### config.mk
export PLATFORM = sky130hd
export DESIGN_NAME = fifo_rd_stream
export DESIGN_NICKNAME = d
export VERILOG_FILES = /design/src/rtl/fifo_rd_stream.sv
export SDC_FILE = /design/constraint.sdc
export NUM_CORES = 1
export LEC_CHECK = 0
export CAP_MARGIN = 40
export CORE_MARGIN = 1
export CORE_UTILIZATION = 47
export CTS_BUF_LIST = sky130_fd_sc_hd__clkbuf_4
export CTS_CLUSTER_SIZE = 30
export DETAILED_ROUTE_END_ITERATION = 8
export GPL_TIMING_DRIVEN = 0
export PLACE_DENSITY = 0.89
export SYNTH_ARGS = -nofsm -noshare
export SYNTH_HDL_FRONTEND = slang
export SYNTH_SLANG_ARGS = --single-unit
### constraint.sdc
create_clock -name rclk -period 1.5 [get_ports rclk]
set_input_delay 0.15 -clock rclk [delete_from_list [all_inputs] [get_ports rclk]]
set_output_delay 0.15 -clock rclk [all_outputs]
set_load 0.05 [all_outputs]
### src/rtl/fifo_rd_stream.sv
// Read-side stream adapter for the async FIFO: 2-entry skid buffer turning rempty/rinc/rdata into valid/ready.
// Optional accepted-transfer counter (xfer_cnt, CNT_W) enabled by defining RD_STREAM_CNT_EN.
module fifo_rd_stream #(
  parameter int DSIZE = 8
`ifdef RD_STREAM_CNT_EN
  , parameter int CNT_W = 16
`endif
) (
  input  logic             rclk,
  input  logic             rrst,
  input  logic             rempty,
  input  logic [DSIZE-1:0] rdata,
  output logic             rinc,
  input  logic             flush,
  output logic [DSIZE-1:0] m_data,
  output logic             m_valid,
  input  logic             m_ready,
  output logic [1:0]       level
`ifdef RD_STREAM_CNT_EN
  , output logic [CNT_W-1:0] xfer_cnt
`endif
);

  typedef enum logic [1:0] {
    S0 = 2'd0,
    S1 = 2'd1,
    S2 = 2'd2
  } state_t;

  state_t           state_reg, state_next;
  logic [DSIZE-1:0] buf0_reg, buf0_next;
  logic [DSIZE-1:0] buf1_reg, buf1_next;
  logic             push;
  logic             pop;

  assign push = rinc;
  assign pop  = m_valid && m_ready;

  // State register: occupancy is the state.
  always_ff @(posedge rclk or posedge rrst) begin
    if (rrst) begin
      state_reg <= S0;
      buf0_reg  <= '0;
      buf1_reg  <= '0;
    end else begin
      state_reg <= state_next;
      buf0_reg  <= buf0_next;
      buf1_reg  <= buf1_next;
    end
  end

  // Next-state logic; flush wins but a same-cycle pop has already completed on the stream side.
  always_comb begin
    state_next = state_reg;
    buf0_next  = buf0_reg;
    buf1_next  = buf1_reg;
    if (flush) begin
      state_next = S0;
    end else begin
      case (state_reg)
        S0: begin
          if (push) begin
            buf0_next  = rdata;
            state_next = S1;
          end
        end
        S1: begin
          if (push && pop) begin
            buf0_next = rdata;
          end else if (push) begin
            buf1_next  = rdata;
            state_next = S2;
          end else if (pop) begin
            state_next = S0;
          end
        end
        S2: begin
          if (pop) begin
            buf0_next  = buf1_reg;
            state_next = S1;
          end
        end
        default: state_next = S0;
      endcase
    end
  end

  // Outputs: rinc never looks at m_ready, so no ready-to-pop combinational path exists.
  always_comb begin
    rinc    = !rempty && (state_reg != S2) && !flush && !rrst;
    m_valid = (state_reg != S0);
    m_data  = buf0_reg;
    level   = state_reg;
  end

`ifdef RD_STREAM_CNT_EN
  logic [CNT_W-1:0] cnt_reg;

  // Counts every handshake, including one in a flush cycle; only reset clears it.
  always_ff @(posedge rclk or posedge rrst) begin
    if (rrst) begin
      cnt_reg <= '0;
    end else if (pop) begin
      cnt_reg <= cnt_reg + {{(CNT_W-1){1'b0}}, 1'b1};
    end
  end

  assign xfer_cnt = cnt_reg;
`endif

endmodule

# == Word level (Yosys, flattened, before mapping) ==
# Index checks and enable logic that the tools add are counted.
# classes
reduce_logical,14
n_lt_le_gt_ge,0
multipliers,0
eq_ne,10
bitwise_logic,2
n_mux,11
div,0
shifts,0
addsub,0
# op_table
cell,count
two-way mux 8 bit,3
case mux 8 bit (3 select lines),1
two-way mux 2 bit,6
inequality test 3 bit (second input constant),3
inequality test 2 bit (second input constant),4
AND reduction 4 bit,2
case mux 2 bit (3 select lines),1
logical AND 1 bit,5
AND reduction 5 bit,1
inequality test 4 bit (second input constant),1
zero test 1 bit,3
nonzero test 3 bit,1
== test 2 x 1 -> 1 bit (second input constant),1
== test 2 bit (second input constant),1
zero test 2 bit,1
inverter 1 bit,2
nonzero test 2 bit,1
# totals
ff_bits,18
latchBits,0
n_memories,0
ram_bits,0
output_inout_bits,12
input_bits,13
mem_bits_ro,0

# == Logic depth before layout (Yosys ltp) ==
# depth
word_depth,8
depth_mapped,5

# == Worst setup path after synthesis ==
# No wires, ideal clock.
# synth_path
kind,reg-to-output
start,register state_reg[0] (netlist: level[0])
end,output port rinc
n_path_buf,1
slack_ns,-1.252
t_arrival_ns,2.602
stages_incl_launch_ff,4
path_cell_list,dfrtp_1 > and2b_2 > buf_2 > nor4_1
# synth_between
elab_chain_len,4
# synth_rtl
item,line,rtl
from (decl),30,"state_t state_reg, state_next;"
from (signal assigned),46,state_reg <= state_next;
inequality test 2 bit,90,rinc = !rempty && (state_reg != S2) && !flush && !rrst;
logical AND 1 bit (3 in series),90,
to (decl),13,"output logic rinc,"
# Every way passes these cells.

# == Final worst setup path ==
# layout_path
start,register state_reg[1] (netlist: level[1])
end,output port rinc
# Same word-level chain as after synthesis.

==> results by group <==
Final layout
  • Antenna diode count: 0
  • Area growth, synth to finish: 44.2%
  • Layout Nets: between 100 and 150
  • Layout cells sized above 1: between 30% and 40%

Route
  • Avg WL per Cell: ~16 um
  • DRC viols: 1
  • Vias after detailed routing: 686
  • DRT Wirelength: 1900 um
  • DR iter-0 viols: 9
  • First-pass DRT Iterations: 8
  • Antenna viol nets, final: 0
  • Drt via density: 5.62

CTS
  • Clock slew at reported path FFs: 0.12 ns
  • Maximum clock path buffer count: 2
  • CTS tree: built
  • CTS buffer count: 3
  • Clk root buf: clkbuf_4
  • # H-tree levels: 1
  • Clk_lat worst skew: between 0.3 and 0.4 ns
  • Number of clock sinks: 18

Floorplanning
  • Core ar.: approximately 1600 um2
  • Die X: approximately 44 um
  • Starting Density: 52.5%
  • Die Area: 1930 um2
  • IO Pins: 25
  • Rows: 14
  • Die H: 44.0 um

Power
  • P_sw: roughly 0.51 mW
  • Total power: 1.34 mW
  • Clock share of power: roughly a fifth
  • Sw frac: 38.3%
  • LEAKAGE: ~0.55 nW
  • Peak supply drop: 1060 uV
  • Combinational share of power: between 30 and 40%
  • Sequential share of power: a little under half
  • Internal power: 0.826 mW
  • P per Cell Area: between 1000 and 1500 nW/um2

GRT
  • Largest net degree at the start of global routing: 19
  • GR peak layer: met2
  • Total GRT Usage: 18.9%
  • Vias in the first global route: approximately 670
  • M2 GR Usage: 32.8%
  • M3 GR Usage: under 10%
  • Met1 Usage GRT: a little under a quarter
  • Initial antenna violation count: 0
  • First-pass GRT wire length: roughly 2700 um
  • GRT overflow: 0

STA
  • Setup WS post-layout: -0.114 ns
  • Min Tclk post-route: ~1.6 ns
  • WHS: 0.408 ns
  • Max Slew Vio Count: 0
  • Fin. Hold Viols: 0
  • Worst clock skew: 0.0140 ns
  • Worst Tran Pin Value: between 0.6 and 0.7 ns
  • Max Clock Freq: 620 MHz
  • Fin crit share: 108%
  • Worst rel slew slack: 54.5%
  • # setup viols final: 6
  • Unrepaired setup endpoints after global routing: yes

Placement
  • Post-DP HPWL: 1210 um
  • Routability cong.: 0.731
  • # port buffers: 24

Worst setup path
  • WS Path Type: reg -> out
  • Crit end category: output port
  • FF-to-FF End: m_data[7]$_DFFE_PP0P_
  • Reg2Reg Depth: 6
  • Data required, critical path: approximately 1.4 ns
  • Worst-path maximum fanout: 6
  • WP data arrival: between 1 and 1.5 ns
  • CP startpoint: level[1]$_DFFE_PP0P_
  • R2r startpoint: level[1]$_DFFE_PP0P_
  • Critical path startpoint category: flop
  • R2R setup slack: -0.06 ns

Yosys
  • Area share of the largest cell type after synthesis: a little over half
  • Synth area leader: dfrtp_1
  • Mapped Area: between 800 and 900 um2
  • Seq/Total Area, Yosys: 54.5%
  • Prevailing post-synth register cell: dfrtp_1
  • Area contributors post-synth: dfrtp_1 54%, mux2_2 11%, mux2i_1 9.7%, a21oi_1 5.4%, nor2_1 4.5%
  • Post-synth EDFFs: 0
  • Synth cell types: 17
  • Cells after Synth: 70
  • Synth Warn #: 0
  • Synthesis-stage register bit count: 18
  • Post-synth top cells: 18 x dfrtp_1, 10 x nor2_1, 9 x a21oi_1, 8 x mux2_2, 8 x mux2i_1
  • Syn avg cell area: 11.8 um2
  • Mapped Nets: 83
  • Most frequent cell after synthesis: dfrtp_1
  • Async set-reset flop share out of synthesis: 100%

Min path
  • Tightest Hold Check Type: in -> async

Run
  • Max_cap viols: 0

Outcome
  • Status: finished with violations
  • Failing checks: DRC, setup timing
-- cell type report --
class                   instances  area (um2)
fillers                       116         384
repair buffers                 32         280
plain buffers                   2        31.3
multi-input cells              48         374
well taps                      16        20.0
clock inverters                 1        3.75
inverters                       2        7.51
flip-flops and latches         18         453
clock buffers                   3        22.5
-- worst max-delay path: stages, from the launching register on --
cell and delay (ns):
dfrtp_2 0.46, and2b_2 0.22, buf_12 0.13, nor4_4 0.14
buf_6 0.19
-- placed cells by master (no fill, tap or decap), drive strengths merged, types with 2 or more instances in the layout --
cell	netlist	routed
mux2i	8	8
nor2	10	10
nor4	2	2
inv	2	2
clkdlybuf4s50	0	12
o31a	2	2
a21oi	9	9
mux2	8	8
nand2	3	3
buf	2	12
dlygate4sd2	0	9
dfrtp	18	18
clkbuf	0	4
-- power by group through the flow --
stage / clock network, mW / logic (mW) / registers, mW
3_3_place_gp: 0 / 0.460 / 0.627
4_1_cts: 0.248 / 0.434 / 0.622
2_1_floorplan: 0 / 0.131 / 0.796
5_1_grt: 0.288 / 0.467 / 0.636
6_report: 0.273 / 0.439 / 0.626
3_5_place_dp: 0 / 0.469 / 0.633
-- worst max path at each step --
| stage | endpoint | slack, ns | cells past startpoint |
|---|---|---|---|
| final | rinc | -0.11 | 4 |
| after global routing | rinc | -0.16 | 4 |
| after CTS | rinc | -0.18 | 4 |
| after detailed placement | rinc | -0.47 | 4 |
| after global placement | rinc | -0.45 | 4 |
| after floorplan | rinc | -0.20 | 3 |
-- layer usage --
| layer | share of wire (%) | vias up |
|---|---|---|
| li1 | - | 323 |
| met1 | 43 | 334 |
| met2 | 51 | 25 |
| met3 | 4.3 | 4 |
| met5 | 0 | - |
| met4 | 1.7 | 0 |
-- logic make-up after synthesis --
group	Yosys count	synth area share, %
mux	16	20.6
flops	18	54.5
buf+inv	4	2.87
simple gates	21	14.2
compound gates	11	7.87
-- per-stage QoR --
| stage | setup slack [ns] | instances | cell area, um2 | setup TNS [ns] | utilization (%) |
|---|---|---|---|---|---|
| finish | -0.114 | 122 | 1190 | -0.289 | 75.6 |
| global route | -0.162 | 122 | 1190 | -1.02 | 75.6 |
| CTS | -0.178 | 114 | 1120 | -0.499 | 71.3 |
| detailed placement | -0.468 | 110 | 1110 | -4.69 | 70.5 |
| global placement | -0.455 | 110 | 1110 | -3.42 | 70.5 |
| floorplan | -0.197 | 70 | 851 | -0.197 | - |
-- timing repair --
item	4_1_cts	5_1_grt
hold buffers	0	0
pin swaps	0	1
cloned	0	0
setup buffers	0	8
gates resized for setup	23	4
endpoints found under the setup margin	20	16
Note: power is estimated with default switching activity, not from simulation.
